<file path="src/rtl/mem_access_stage.sv">
// RV32I memory-access stage: runs loads/stores against data memory over a
// req/ready/rvalid handshake, aligns load data and registers the WB fields.
module mem_access_stage #(
    parameter int ADDR_WIDTH = 32
) (
    input  logic                  i_clk,
    input  logic                  i_rst,
    input  logic                  i_ex_valid,
    input  logic [31:0]           i_ex_result,
    input  logic [31:0]           i_ex_rs2_data,
    input  logic [2:0]            i_ex_funct3,
    input  logic                  i_ex_mem_read,
    input  logic                  i_ex_mem_write,
    input  logic                  i_ex_mem_to_reg,
    input  logic [1:0]            i_ex_rw_sel,
    input  logic [31:0]           i_ex_pc_plus_4,
    input  logic [4:0]            i_ex_rd,
    input  logic                  i_ex_reg_write,
    output logic                  o_ma_stall,
    output logic                  o_dmem_req,
    output logic                  o_dmem_we,
    output logic [ADDR_WIDTH-1:0] o_dmem_addr,
    output logic [31:0]           o_dmem_wdata,
    output logic [3:0]            o_dmem_be,
    input  logic                  i_dmem_ready,
    input  logic                  i_dmem_rvalid,
    input  logic [31:0]           i_dmem_rdata,
    output logic                  o_ma_valid,
    output logic [31:0]           o_ma_result,
    output logic [31:0]           o_ma_read_data,
    output logic [31:0]           o_ma_pc_plus_4,
    output logic                  o_ma_mem_to_reg,
    output logic [1:0]            o_ma_rw_sel,
    output logic [4:0]            o_ma_rd,
    output logic                  o_ma_reg_write,
    output logic                  o_ma_misaligned
);
    typedef enum logic [1:0] {IDLE = 2'd0, REQ = 2'd1, WAIT_RD = 2'd2} state_t;

    state_t                  state_q, state_d;
    logic                    req_q, req_d;
    logic                    we_q, we_d;
    logic [ADDR_WIDTH-1:0]   addr_q, addr_d;
    logic [31:0]             wdata_q, wdata_d;
    logic [3:0]              be_q, be_d;
    logic                    valid_q, valid_d;
    logic [31:0]             result_q, result_d;
    logic [31:0]             rdata_q, rdata_d;
    logic [31:0]             pc4_q, pc4_d;
    logic                    m2r_q, m2r_d;
    logic [1:0]              rws_q, rws_d;
    logic [4:0]              rd_q, rd_d;
    logic                    rw_q, rw_d;
    logic                    mis_q, mis_d;
    logic                    load_q, load_d;
    logic [2:0]              funct3_q, funct3_d;
    logic [1:0]              lane_q, lane_d;

    logic                    ex_mem_op, ex_mis, ex_launch;
    logic [3:0]              st_be;
    logic [31:0]             st_wdata;
    logic [7:0]              ld_byte;
    logic [15:0]             ld_half;
    logic [31:0]             ld_data;

    // funct3[1:0]: 00 byte, 01 half, 1x word (unknown sizes fall back to word)
    assign ex_mem_op = i_ex_mem_read | i_ex_mem_write;
    assign ex_mis    = ex_mem_op &
                       (((i_ex_funct3[1:0] == 2'b01) & i_ex_result[0]) |
                        (i_ex_funct3[1] & (i_ex_result[1:0] != 2'b00)));
    assign ex_launch = i_ex_valid & ex_mem_op & ~ex_mis;

    always_comb begin
        case (i_ex_funct3[1:0])
            2'b00: begin
                st_be    = 4'b0001 << i_ex_result[1:0];
                st_wdata = {4{i_ex_rs2_data[7:0]}};
            end
            2'b01: begin
                st_be    = 4'b0011 << {i_ex_result[1], 1'b0};
                st_wdata = {2{i_ex_rs2_data[15:0]}};
            end
            default: begin
                st_be    = 4'hF;
                st_wdata = i_ex_rs2_data;
            end
        endcase
    end

    always_comb begin
        case (lane_q)
            2'd0:    ld_byte = i_dmem_rdata[7:0];
            2'd1:    ld_byte = i_dmem_rdata[15:8];
            2'd2:    ld_byte = i_dmem_rdata[23:16];
            default: ld_byte = i_dmem_rdata[31:24];
        endcase
        ld_half = lane_q[1] ? i_dmem_rdata[31:16] : i_dmem_rdata[15:0];
        case (funct3_q)
            3'b000:  ld_data = {{24{ld_byte[7]}}, ld_byte};
            3'b100:  ld_data = {24'h0, ld_byte};
            3'b001:  ld_data = {{16{ld_half[15]}}, ld_half};
            3'b101:  ld_data = {16'h0, ld_half};
            default: ld_data = i_dmem_rdata;
        endcase
    end

    always_ff @(posedge i_clk) begin
        if (i_rst) state_q <= IDLE;
        else       state_q <= state_d;
    end

    always_comb begin
        state_d = state_q;
        case (state_q)
            IDLE:    if (ex_launch) state_d = REQ;
            REQ:     if (i_dmem_ready) state_d = load_q ? WAIT_RD : IDLE;
            WAIT_RD: if (i_dmem_rvalid) state_d = IDLE;
            default: state_d = IDLE;
        endcase
    end

    // A misaligned op retires without a transaction, so EX may advance at once.
    always_comb begin
        o_ma_stall = 1'b0;
        case (state_q)
            IDLE:    o_ma_stall = ex_launch;
            REQ:     o_ma_stall = ~(i_dmem_ready & ~load_q);
            WAIT_RD: o_ma_stall = ~i_dmem_rvalid;
            default: o_ma_stall = 1'b0;
        endcase
    end

    always_comb begin
        req_d    = req_q;
        we_d     = we_q;
        addr_d   = addr_q;
        wdata_d  = wdata_q;
        be_d     = be_q;
        valid_d  = 1'b0;
        result_d = result_q;
        rdata_d  = rdata_q;
        pc4_d    = pc4_q;
        m2r_d    = m2r_q;
        rws_d    = rws_q;
        rd_d     = rd_q;
        rw_d     = rw_q;
        mis_d    = mis_q;
        load_d   = load_q;
        funct3_d = funct3_q;
        lane_d   = lane_q;
        case (state_q)
            IDLE: if (i_ex_valid) begin
                result_d = i_ex_result;
                rdata_d  = 32'h0;
                pc4_d    = i_ex_pc_plus_4;
                m2r_d    = i_ex_mem_to_reg;
                rws_d    = i_ex_rw_sel;
                rd_d     = i_ex_rd;
                rw_d     = i_ex_reg_write & ~ex_mis;
                mis_d    = ex_mis;
                load_d   = i_ex_mem_read;
                funct3_d = i_ex_funct3;
                lane_d   = i_ex_result[1:0];
                if (ex_launch) begin
                    req_d   = 1'b1;
                    we_d    = ~i_ex_mem_read;
                    addr_d  = {i_ex_result[ADDR_WIDTH-1:2], 2'b00};
                    wdata_d = st_wdata;
                    be_d    = st_be;
                end else begin
                    valid_d = 1'b1;
                end
            end
            REQ: if (i_dmem_ready) begin
                req_d   = 1'b0;
                valid_d = ~load_q;
            end
            WAIT_RD: if (i_dmem_rvalid) begin
                rdata_d = ld_data;
                valid_d = 1'b1;
            end
            default: ;
        endcase
    end

    always_ff @(posedge i_clk) begin
        if (i_rst) begin
            req_q    <= 1'b0;
            we_q     <= 1'b0;
            addr_q   <= '0;
            wdata_q  <= 32'h0;
            be_q     <= 4'h0;
            valid_q  <= 1'b0;
            result_q <= 32'h0;
            rdata_q  <= 32'h0;
            pc4_q    <= 32'h0;
            m2r_q    <= 1'b0;
            rws_q    <= 2'b0;
            rd_q     <= 5'h0;
            rw_q     <= 1'b0;
            mis_q    <= 1'b0;
            load_q   <= 1'b0;
            funct3_q <= 3'b0;
            lane_q   <= 2'b0;
        end else begin
            req_q    <= req_d;
            we_q     <= we_d;
            addr_q   <= addr_d;
            wdata_q  <= wdata_d;
            be_q     <= be_d;
            valid_q  <= valid_d;
            result_q <= result_d;
            rdata_q  <= rdata_d;
            pc4_q    <= pc4_d;
            m2r_q    <= m2r_d;
            rws_q    <= rws_d;
            rd_q     <= rd_d;
            rw_q     <= rw_d;
            mis_q    <= mis_d;
            load_q   <= load_d;
            funct3_q <= funct3_d;
            lane_q   <= lane_d;
        end
    end

    assign o_dmem_req      = req_q;
    assign o_dmem_we       = we_q;
    assign o_dmem_addr     = addr_q;
    assign o_dmem_wdata    = wdata_q;
    assign o_dmem_be       = be_q;
    assign o_ma_valid      = valid_q;
    assign o_ma_result     = result_q;
    assign o_ma_read_data  = rdata_q;
    assign o_ma_pc_plus_4  = pc4_q;
    assign o_ma_mem_to_reg = m2r_q;
    assign o_ma_rw_sel     = rws_q;
    assign o_ma_rd         = rd_q;
    assign o_ma_reg_write  = rw_q;
    assign o_ma_misaligned = mis_q;
endmodule

</file>
<file path="config.mk">
export PLATFORM = sky130hd
export DESIGN_NAME = mem_access_stage
export DESIGN_NICKNAME = d
export VERILOG_FILES = /design/src/rtl/mem_access_stage.sv
export SDC_FILE = /design/constraint.sdc
export NUM_CORES = 1
export LEC_CHECK = 0
export BUFFER_PORTS_ARGS = -buffer_cell sky130_fd_sc_hd__buf_4
export CAP_MARGIN = 15
export CORE_AREA = 2 2 126 128
export DETAILED_ROUTE_END_ITERATION = 8
export DIE_AREA = 0 0 128 130
export GPL_TIMING_DRIVEN = 1
export HOLD_SLACK_MARGIN = 0.08
export PLACE_DENSITY = 0.84
export SYNTH_ARGS = -nofsm -noshare
export SYNTH_HDL_FRONTEND = slang
export SYNTH_SLANG_ARGS = --single-unit
</file>
<file path="constraint.sdc">
create_clock -name i_clk -period 2.05 [get_ports i_clk]
set_clock_uncertainty 0.2 [all_clocks]
set_input_delay 0.1025 -clock i_clk [delete_from_list [all_inputs] [get_ports i_clk]]
set_output_delay 0.1025 -clock i_clk [all_outputs]
set_load 0.005 [all_outputs]
</file>
== After elaboration in Yosys (flattened, before gate mapping) ==
Cells that the tools add are included.

* Latch bits: 0
* Memories kept: 0
* Bits in writable memories: 0
* Input port bits: 147
* ROM bits: 0
* Word-level logic and storage cells: 81
* Register bits after elaboration: 183
* Output and inout port bits: 178

* Divide/modulo/power cells: 0
* Reduce and logical (&&, ||, !) cells: 12
* Multiply operators: 0
* Shifts and indexed selects: 2
* Add/sub/neg operators: 0
* Bitwise logic cells: 14
* Mux-type cells: 23
* Equal/unequal tests: 12
* $lt $le $gt $ge: 0

{| class="wikitable"
|+ Operator list
! cell !! count
|-
| $pmux 32 s2 || 2
|-
| $pmux 32 s4 || 1
|-
| $mux 32 || 2
|-
| $pmux 8 s3 || 1
|-
| $mux 16 || 1
|-
| $reduce_and 3->1 || 3
|-
| $mux 2 || 4
|-
| $ne 2x2->1 const B || 4
|-
| $pmux 4 s2 || 1
|-
| $and 1x1->1 || 7
|-
| $mux 1 || 7
|-
| $eq 2x1->1 const B || 3
|-
| $eq 3x3->1 const B || 2
|-
| $logic_not 2->1 || 3
|-
| $pmux 1 s3 || 2
|-
| $pmux 2 s3 || 1
|-
| $reduce_bool 2->1 || 3
|-
| $not 1->1 || 5
|-
| $eq 2x2->1 const B || 2
|-
| $reduce_and 4->1 || 1
|-
| $shl 1x2->4 const A || 1
|-
| $shl 2x2->4 const A || 1
|-
| $eq 3x1->1 const B || 1
|-
| $logic_not 3->1 || 1
|-
| other kinds (3) || 4
|}

== Longest topological paths before layout ==
Gate-level depths: netlist of the first run.

* Depth after elaboration: 9
* Mapped depth: 8

== Worst setup path before layout of the first run ==
OpenSTA, ideal clock, no wires.

* Path kind: register to register
* Start: register, netlist name o_ma_result[1]
* End: register rdata_q[21], in the netlist o_ma_read_data[21]
* Path slack: 0.254 ns
* Stages on the path, launching flop included: 6
* Arrival: 1.479 ns
* Setup time: 0.117 ns
* Clock period less this slack: 1.796 ns
* Data required time: 1.733 ns
* Cells stage by stage: dfxtp_1 mux2_2 mux2_2 o21ai_4 buf_4 o2bb2ai_1

{| class="wikitable"
|+ RTL lines
! element !! line !! RTL
|-
| end signal: assignment || 213 || <nowiki>rdata_q <= rdata_d;</nowiki>
|-
| end: declaration || 48 || <nowiki>logic [31:0] rdata_q, rdata_d;</nowiki>
|}

== Worst setup path in the final report of the first run ==
* Start: register state_q[1]
* End: register wdata_q[24], in the netlist o_dmem_wdata[24]

* Cells in the longest elaborated chain, start to end: 2

{| class="wikitable"
|+ RTL lines
! element !! line !! RTL
|-
| start: declaration || 40 || <nowiki>state_t state_q, state_d;</nowiki>
|-
| start signal: assignment || 109 || <nowiki>else state_q <= state_d;</nowiki>
|-
| $logic_not 2->1 || 151 || <nowiki>case (state_q)</nowiki>
|-
| $reduce_and 3->1 (no source line) || n/a ||
|-
| end signal: assignment || 209 || <nowiki>wdata_q <= wdata_d;</nowiki>
|-
| end: declaration || 44 || <nowiki>logic [31:0] wdata_q, wdata_d;</nowiki>
|}

Every way passes these cells.
A chain may end at the register's enable or synchronous reset.

==> metrics.csv, run 1 <==
stage;metric;value;unit
cells_and_area;final_common_cell;buf_4;
global_routing;first_global_vias;7983;
worst_setup_path;cpLargestDelayFamily;simple AND/OR/NAND/NOR gates;
cells_and_area;final_cell_mix;339 x buf_4, 273 x nand2_1, 181 x dfxtp_1, 152 x dlygate4sd3_1, 146 x a21oi_1;
detailed_routing;wl_per_cell;17.6;µm
cells_and_area;finalNonFillerCells;1506;
job;maxCapViolCount;0;
detailed_routing;via_per_inst;5.41;
worst_setup_path;crit_buf_inv;1;
worst_setup_path;crit_required;2.18;ns
floorplanning;start_util;45.9;%
worst_setup_path;crit_path_max_incr_delay;0.40;ns
sta;setup_viol_count_final;0;
worst_setup_path;r2r_cells;5;
worst_hold_path;hold_depth;2;
sta;finalSetupTns;0;ns
power;powerDensity;732;nW/µm²
clock_network;cts_buffers;17;
worst_setup_path;worstSetupPathType;register to register;
cells_and_area;syn2layout_area_growth;66.1;%
power;p_int;6.34;mW
detailed_routing;dr.pass1.iters;6;
cells_and_area;fin_util;76.3;%
logic_synthesis;async_flop_share;0;%
sta;rsz0062_at_grt;false;
global_routing;antenna_found_initial;1;
sta;finalMaxSlewViolations;0;
logic_synthesis;synth_ff_type;dfxtp_1;
sta;hold_violations;0;
placement;gp_congestion;0.799;
worst_setup_path;rr_startpoint;state_q[1]$_SDFFE_PP0P_;
worst_setup_path;cp-end-kind;register;
global_routing;grt_pass1_wl;39800;µm
clock_network;cts-root-buf;clkbuf_16;
cells_and_area;multiInputGateArea;3140;µm²
worst_hold_path;hp-start;o_dmem_addr[26]$_SDFFE_PP0P_;
detailed_routing;wirelength;26500;µm
global_routing;grt.overflow.total;0;
cells_and_area;n_fill_cell;991;
logic_synthesis;synth.ff_latch_count;181;
floorplanning;die_w;128;µm
power;clock_power_share;38.3;%
worst_setup_path;crit_chain;nor3b_4 -> and4b_4 -> buf_12 -> o211ai_1 -> a21oi_1;
clock_network;clock_sinks;181;
placement;post-dp-hpwl;15200;µm
logic_synthesis;ys_seq_area_share;51.1;%
placement;io_buffers;322;
detailed_routing;drc;0;
worst_setup_path;reg2reg_slack;0.07;ns
worst_setup_path;crit_fanout;34;
clock_network;clkSlewWorstSetupHoldPaths;0.07;ns
global_routing;grt_max_degree;123;
power;pwr-share-seq;44.0;%
worst_setup_path;critPathSlowestCell;and4b_4;
detailed_routing;drt_iter0_markers;617;
power;ir_worst_vdd;0.512;mV
floorplanning;rows;46;
worst_hold_path;min_to;o_dmem_addr[26]$_SDFFE_PP0P_;
outcome;status;finished, final reports clean;
detailed_routing;vias;8147;
logic_synthesis;synth_area;7090;µm²
clock_network;clk_latency;0.42;ns
clock_network;cts_tree;yes;
logic_synthesis;syn_avg_cell_area;8.31;µm²
detailed_routing;ant_nets;0;
floorplanning;num_io_pins;325;
floorplanning;die_y;130;µm
floorplanning;die-area;16600;µm²
sta;worstMarginPinSlew;0.659;ns
sta;relSlewSlack;56.0;%
sta;fmax;505;MHz
cells_and_area;drive_above_1_share;30.6;%
worst_hold_path;worstHoldPathType;register to register;
clock_network;max-clock-path-buffers;2;
power;p_sw;2.28;mW
cells_and_area;regArea;3620;µm²
logic_synthesis;synth_warnings;0;
worst_setup_path;start_kind;register;
sta;min_period;1.98;ns
global_routing;grtUsageTotal;30.3;%
power;swShare;26.5;%
power;p_comb_share;17.7;%
logic_synthesis;synth_cell_types;40;
sta;finalCritPeriodShare;96.6;%
logic_synthesis;syn_inst;853;
cells_and_area;layout.nets;1448;
logic_synthesis;synth_edf_count;0;
clock_network;htreeDepth;4;
power;p_leak;5.11;nW
worst_setup_path;arrival;2.11;ns
floorplanning;core_area;15400;µm²
worst_setup_path;r2r_end;o_dmem_wdata[24]$_SDFFE_PP0P_;
placement;dpl.cell_count;1318;
-- power groups by stage --
stage	Sequential (mW)	Combinational [mW]	Clock (mW)
after floorplan	3.87	0.549	0
after global placement	3.86	1.19	0
after detailed placement	3.86	1.21	0
after CTS	3.79	1.45	3.32
after global routing	3.81	1.63	3.48
final	3.80	1.52	3.30
-- timing repair --
item,CTS,global route
buffers inserted,0,4
gates resized for setup,0,5
hold buffers,152,0
hold endpoints to repair,181,0
endpoints found under the setup margin,0,29
-- per-stage QoR --
stage / setup slack [ns] / power (mW) / hold WS [ns] / area (µm²)
2_1_floorplan: 0.254 / 4.42 / -0.00189 / 7090
3_3_place_gp: 0.173 / 5.05 / 0.115 / 9610
3_5_place_dp: 0.112 / 5.08 / 0.124 / 9610
4_1_cts: 0.0757 / 8.57 / 0.250 / 11700
5_1_grt: 0.00410 / 8.92 / 0.276 / 11800
6_report: 0.0703 / 8.62 / 0.255 / 11800
-- metal layers --
metal	up-vias	track usage, %	wire length [µm]
li1	3785	-	-
met2	437	52.8	13400
met4	0	18.1	1270
met3	113	8.49	2150
met5	-	0	0
met1	3812	33.1	9670
-- worst register-to-register path: stages, from the launching register on --
cell      delay [ns]
dfxtp_1         0.38
nor3b_4         0.27
and4b_4         0.40
buf_12          0.22
o211ai_1        0.17
a21oi_1         0.25
-- cells by family (layout without fill, tap and decap cells) --
group	count (synthesis)	after routing	synth area share [%]
buffers and inverters	72	531	4.98
multiplexers	29	29	4.45
flip-flops	181	181	51.1
AND/OR/NAND/NOR	336	336	18.9
AO/OA/AOI/OAI	234	234	20.5
other	1	3	0.0529
-- cell usage after synthesis, types with 2 or more instances --
cell / number / share of area, %
buf_1: 4 / 0.21
nand3b_1: 3 / 0.32
buf_2: 9 / 0.64
clkbuf_1: 43 / 2.3
or2_2: 2 / 0.18
buf_6: 7 / 1.1
a32o_1: 8 / 1.1
o221ai_1: 7 / 0.87
dfxtp_1: 181 / 51
nand3_1: 3 / 0.21
o21ai_0: 14 / 0.99
buf_4: 5 / 0.53
a311oi_1: 10 / 1.2
mux2_2: 10 / 1.6
nand2_1: 274 / 15
o2bb2ai_1: 23 / 2.8
mux2i_1: 18 / 2.5
inv_1: 3 / 0.16
a21oi_1: 146 / 10
nor2_1: 37 / 2.0
o211ai_1: 8 / 0.85
nand2b_1: 11 / 0.97
a211oi_1: 7 / 0.74
a211oi_2: 4 / 0.71
-- worst max-delay path by stage --
| stage | slack [ns] | cells past startpoint | to | startpoint |
|---|---|---|---|---|
| 2_1_floorplan | 0.25 | 5 | o_ma_read_data[21]$_SDFFE_PP0P_ | o_ma_result[1]$_SDFFE_PP0P_ |
| 3_3_place_gp | 0.17 | 4 | o_ma_read_data[14]$_SDFFE_PP0P_ | o_ma_result[1]$_SDFFE_PP0P_ |
| 3_5_place_dp | 0.11 | 4 | o_ma_read_data[19]$_SDFFE_PP0P_ | o_ma_result[1]$_SDFFE_PP0P_ |
| 4_1_cts | 0.08 | 4 | o_ma_stall | state_q[1]$_SDFFE_PP0P_ |
| 5_1_grt | 0.004 | 5 | o_dmem_wdata[12]$_SDFFE_PP0P_ | state_q[1]$_SDFFE_PP0P_ |
| 6_report | 0.07 | 5 | o_dmem_wdata[24]$_SDFFE_PP0P_ | state_q[1]$_SDFFE_PP0P_ |
-- layout make-up --
class	count	area share, %
clock buffers	18	3.73
diodes	1	0.0213
well taps	192	2.04
inverters	4	0.159
repair buffers	496	35.3
clock inverters	13	1.26
multi-input cells	601	26.7
flip-flops and latches	181	30.8
(Power assumes the default switching activity.)
==> run 2: changes to the inputs <==
- ABC_AREA: default -> 1
- CORE_AREA: 2 2 126 128 -> default
- CORE_UTILIZATION: default -> 47
- DIE_AREA: 0 0 128 130 -> default
- PLACE_DENSITY: 0.84 -> 0.85
==> metrics.csv, run 2 <==
stage;metric;value;unit
placement;postPlaceCellArea;9750;µm²
logic_synthesis;synth_edf_count;0;
cells_and_area;regArea;3620;µm²
detailed_routing;drt_iter0_markers;1044;
worst_setup_path;crit_fanout;20;
clock_network;htreeDepth;4;
sta;finalMaxSlewViolations;0;
sta;setup_viol_count_final;0;
logic_synthesis;syn_avg_cell_area;7.18;µm²
global_routing;antenna_found_initial;1;
logic_synthesis;yosys.area.top_type_share;50.0;%
logic_synthesis;ys_seq_area_share;50.0;%
job;maxCapViolCount;0;
floorplanning;rows;45;
sta;hold_violations;0;
global_routing;grt_max_degree;87;
detailed_routing;wirelength;30000;µm
cells_and_area;drive_above_1_share;26.7;%
worst_setup_path;cpLargestDelayFamily;buffers and inverters;
worst_setup_path;critPathSlowestCell;dlygate4sd3_1;
sta;min_period;2.02;ns
clock_network;cts_buffers;17;
sta;finalCritPeriodShare;98.6;%
worst_setup_path;rr_startpoint;state_q[1]$_SDFFE_PP0P_;
logic_synthesis;synth_top_cells_by_area;dfxtp_1 50%, nand2_1 12%, nor2_1 10%;
logic_synthesis;synth.ff_latch_count;181;
floorplanning;die-area;15900;µm²
logic_synthesis;syn_inst;1009;
worst_hold_path;hp-start;i_ex_mem_write;
logic_synthesis;synth_cell_types;25;
floorplanning;core_area;15100;µm²
logic_synthesis;synth_xor_area_share;0;%
floorplanning;die_y;126;µm
cells_and_area;fin_area;12100;µm²
logic_synthesis;synth_top_family_by_area;simple AND/OR/NAND/NOR gates;
worst_setup_path;arrival;2.18;ns
cells_and_area;n_fill_cell;886;
power;pwr-share-seq;41.5;%
worst_setup_path;start_kind;input port;
logic_synthesis;synth_compound_area_share;18.2;%
floorplanning;num_io_pins;325;
floorplanning;die_w;126;µm
floorplanning;start_util;47.8;%
detailed_routing;drc;0;
placement;io_buffers;322;
worst_setup_path;crit_buf_inv;5;
worst_setup_path;worstSetupPathType;input port to register;
power;p_sw;2.50;mW
power;powerDensity;769;nW/µm²
sta;finalSetupTns;0;ns
sta;setup_ws;0.0293;ns
logic_synthesis;synth_ff_type;dfxtp_1;
power;p_leak;5.58;nW
detailed_routing;dr.pass1.iters;8;
power;p_int;6.80;mW
worst_setup_path;crit_chain;dlygate4sd3_1 -> buf_4 -> inv_2 -> buf_8 -> nand3_1 -> nand2_1 -> a21oi_1 -> dlygate4sd3_1 -> a21oi_1;
clock_network;max-clock-path-buffers;2;
detailed_routing;ant_nets;0;
cells_and_area;syn2layout_area_growth;66.9;%
cells_and_area;layout.nets;1613;
placement;post-dp-hpwl;16700;µm
worst_setup_path;crit_required;2.21;ns
detailed_routing;vias;9178;
global_routing;grt.overflow.total;0;
placement;gp_congestion;0.913;
logic_synthesis;yosys.area_share.adder;0;%
sta;fmax;495;MHz
cells_and_area;finalNonFillerCells;1668;
global_routing;grtUsageTotal;36.7;%
global_routing;first_global_vias;8802;
logic_synthesis;synth_area_leader_cell;dfxtp_1;
logic_synthesis;yosys.cell_count.top_type;nand2_1;
placement;dpl.cell_count;1469;
power;ir_worst_vdd;0.613;mV
detailed_routing;via_per_inst;5.50;
power;p_comb_share;19.2;%
logic_synthesis;synth_mux_area_share;0;%
sta;rsz0062_at_grt;false;
clock_network;clk_latency;0.43;ns
logic_synthesis;async_flop_share;0;%
clock_network;cts-root-buf;clkbuf_16;
detailed_routing;wl_per_cell;18.0;µm
sta;holdWs;0.166;ns
clock_network;cts_tree;yes;
cells_and_area;fin_util;79.9;%
cells_and_area;final_cell_mix;338 x buf_4, 240 x nand2_1, 193 x nor2_1, 181 x dfxtp_1, 163 x dlygate4sd3_1;
clock_network;clkSlewWorstSetupHoldPaths;0.08;ns
worst_hold_path;worstHoldPathType;input port to register;
outcome;status;finished, final reports clean;
clock_network;clock_sinks;181;
logic_synthesis;synthSimpleGateAreaFrac;25.2;%
worst_setup_path;startpoint;i_ex_funct3[1];
logic_synthesis;synth_commonest_cells;241 x nand2_1, 194 x nor2_1, 181 x dfxtp_1;
power;p_total;9.30;mW
power;swShare;26.9;%
logic_synthesis;synth_area;7250;µm²
cells_and_area;final_common_cell;buf_4;
logic_synthesis;synth_warnings;0;
placement;pre_cts_ws;0.338;ns
power;clock_power_share;39.4;%
global_routing;grt_pass1_wl;45600;µm
cells_and_area;multiInputGateArea;3160;µm²
worst_setup_path;crit_path_max_incr_delay;0.60;ns
worst_setup_path;cp-end-kind;register;
-- run 2: cell count changes after synthesis, moves of 11 or more --
cell,change
inv_1,+25
mux2i_1,-18
nor2_1,+157
nand2_1,-33
nand2b_1,-11
buf_2,+15
o2bb2ai_1,-23
o21ai_0,+106
-- run 2: kinds of logic after synthesis --
group / count (synthesis)
other: 1
AOI/OAI and AO/OA: 261
DFF: 181
buffers and inverters: 104
and+or+nand+nor: 462
-- run 2: final timing paths --
check	cells after the start	slack, ns	endpoint
worst max-delay path	9	0.03	o_dmem_wdata[27]$_SDFFE_PP0P_
worst min-delay path	5	0.17	o_ma_reg_write$_SDFFE_PP0P_
worst max register to register	6	0.12	o_ma_rw_sel[1]$_SDFFE_PP0P_
worst min register to register	2	0.27	o_dmem_wdata[4]$_SDFFE_PP0P_
-- run 2: final cells by class --
class / instances / share of cell area [%]
clock buffer: 17 / 3.52
multi-input combinational: 726 / 26.1
tap: 188 / 1.94
clock inverter: 15 / 1.87
sequential: 181 / 30.0
antenna: 1 / 0.0207
inverter: 32 / 0.993
timing repair buffer: 508 / 35.6
-- run 2: layer usage --
metal,share of wire (%),global-route usage [%]
met1,36,40.8
met5,0,0
met2,48,63.2
met4,7.2,25.2
met3,8.0,7.69
-- run 2: tightest hold or removal path: stages --
cell and delay [ns]:
buf_4 0.09, nor2_1 0.06, or2_2 0.35, nand3_1 0.08, a21oi_1 0.06
-- run 2: repair_timing --
item / in CTS / in global routing
hold endpoints to repair: 180 / 0
hold buffers: 163 / 0
endpoints found under the setup margin: 1 / 17
cloned: 1 / 1
buffers inserted: 0 / 2
resized for setup: 0 / 5
pin swaps: 0 / 1
-- run 2: power groups by stage --
stage	clock (mW)	combinational, mW	sequential [mW]
after floorplan	0	0.640	3.93
after global placement	0	1.36	3.91
after detailed placement	0	1.39	3.91
after CTS	3.65	1.66	3.84
after global routing	3.81	1.90	3.87
final	3.66	1.78	3.85
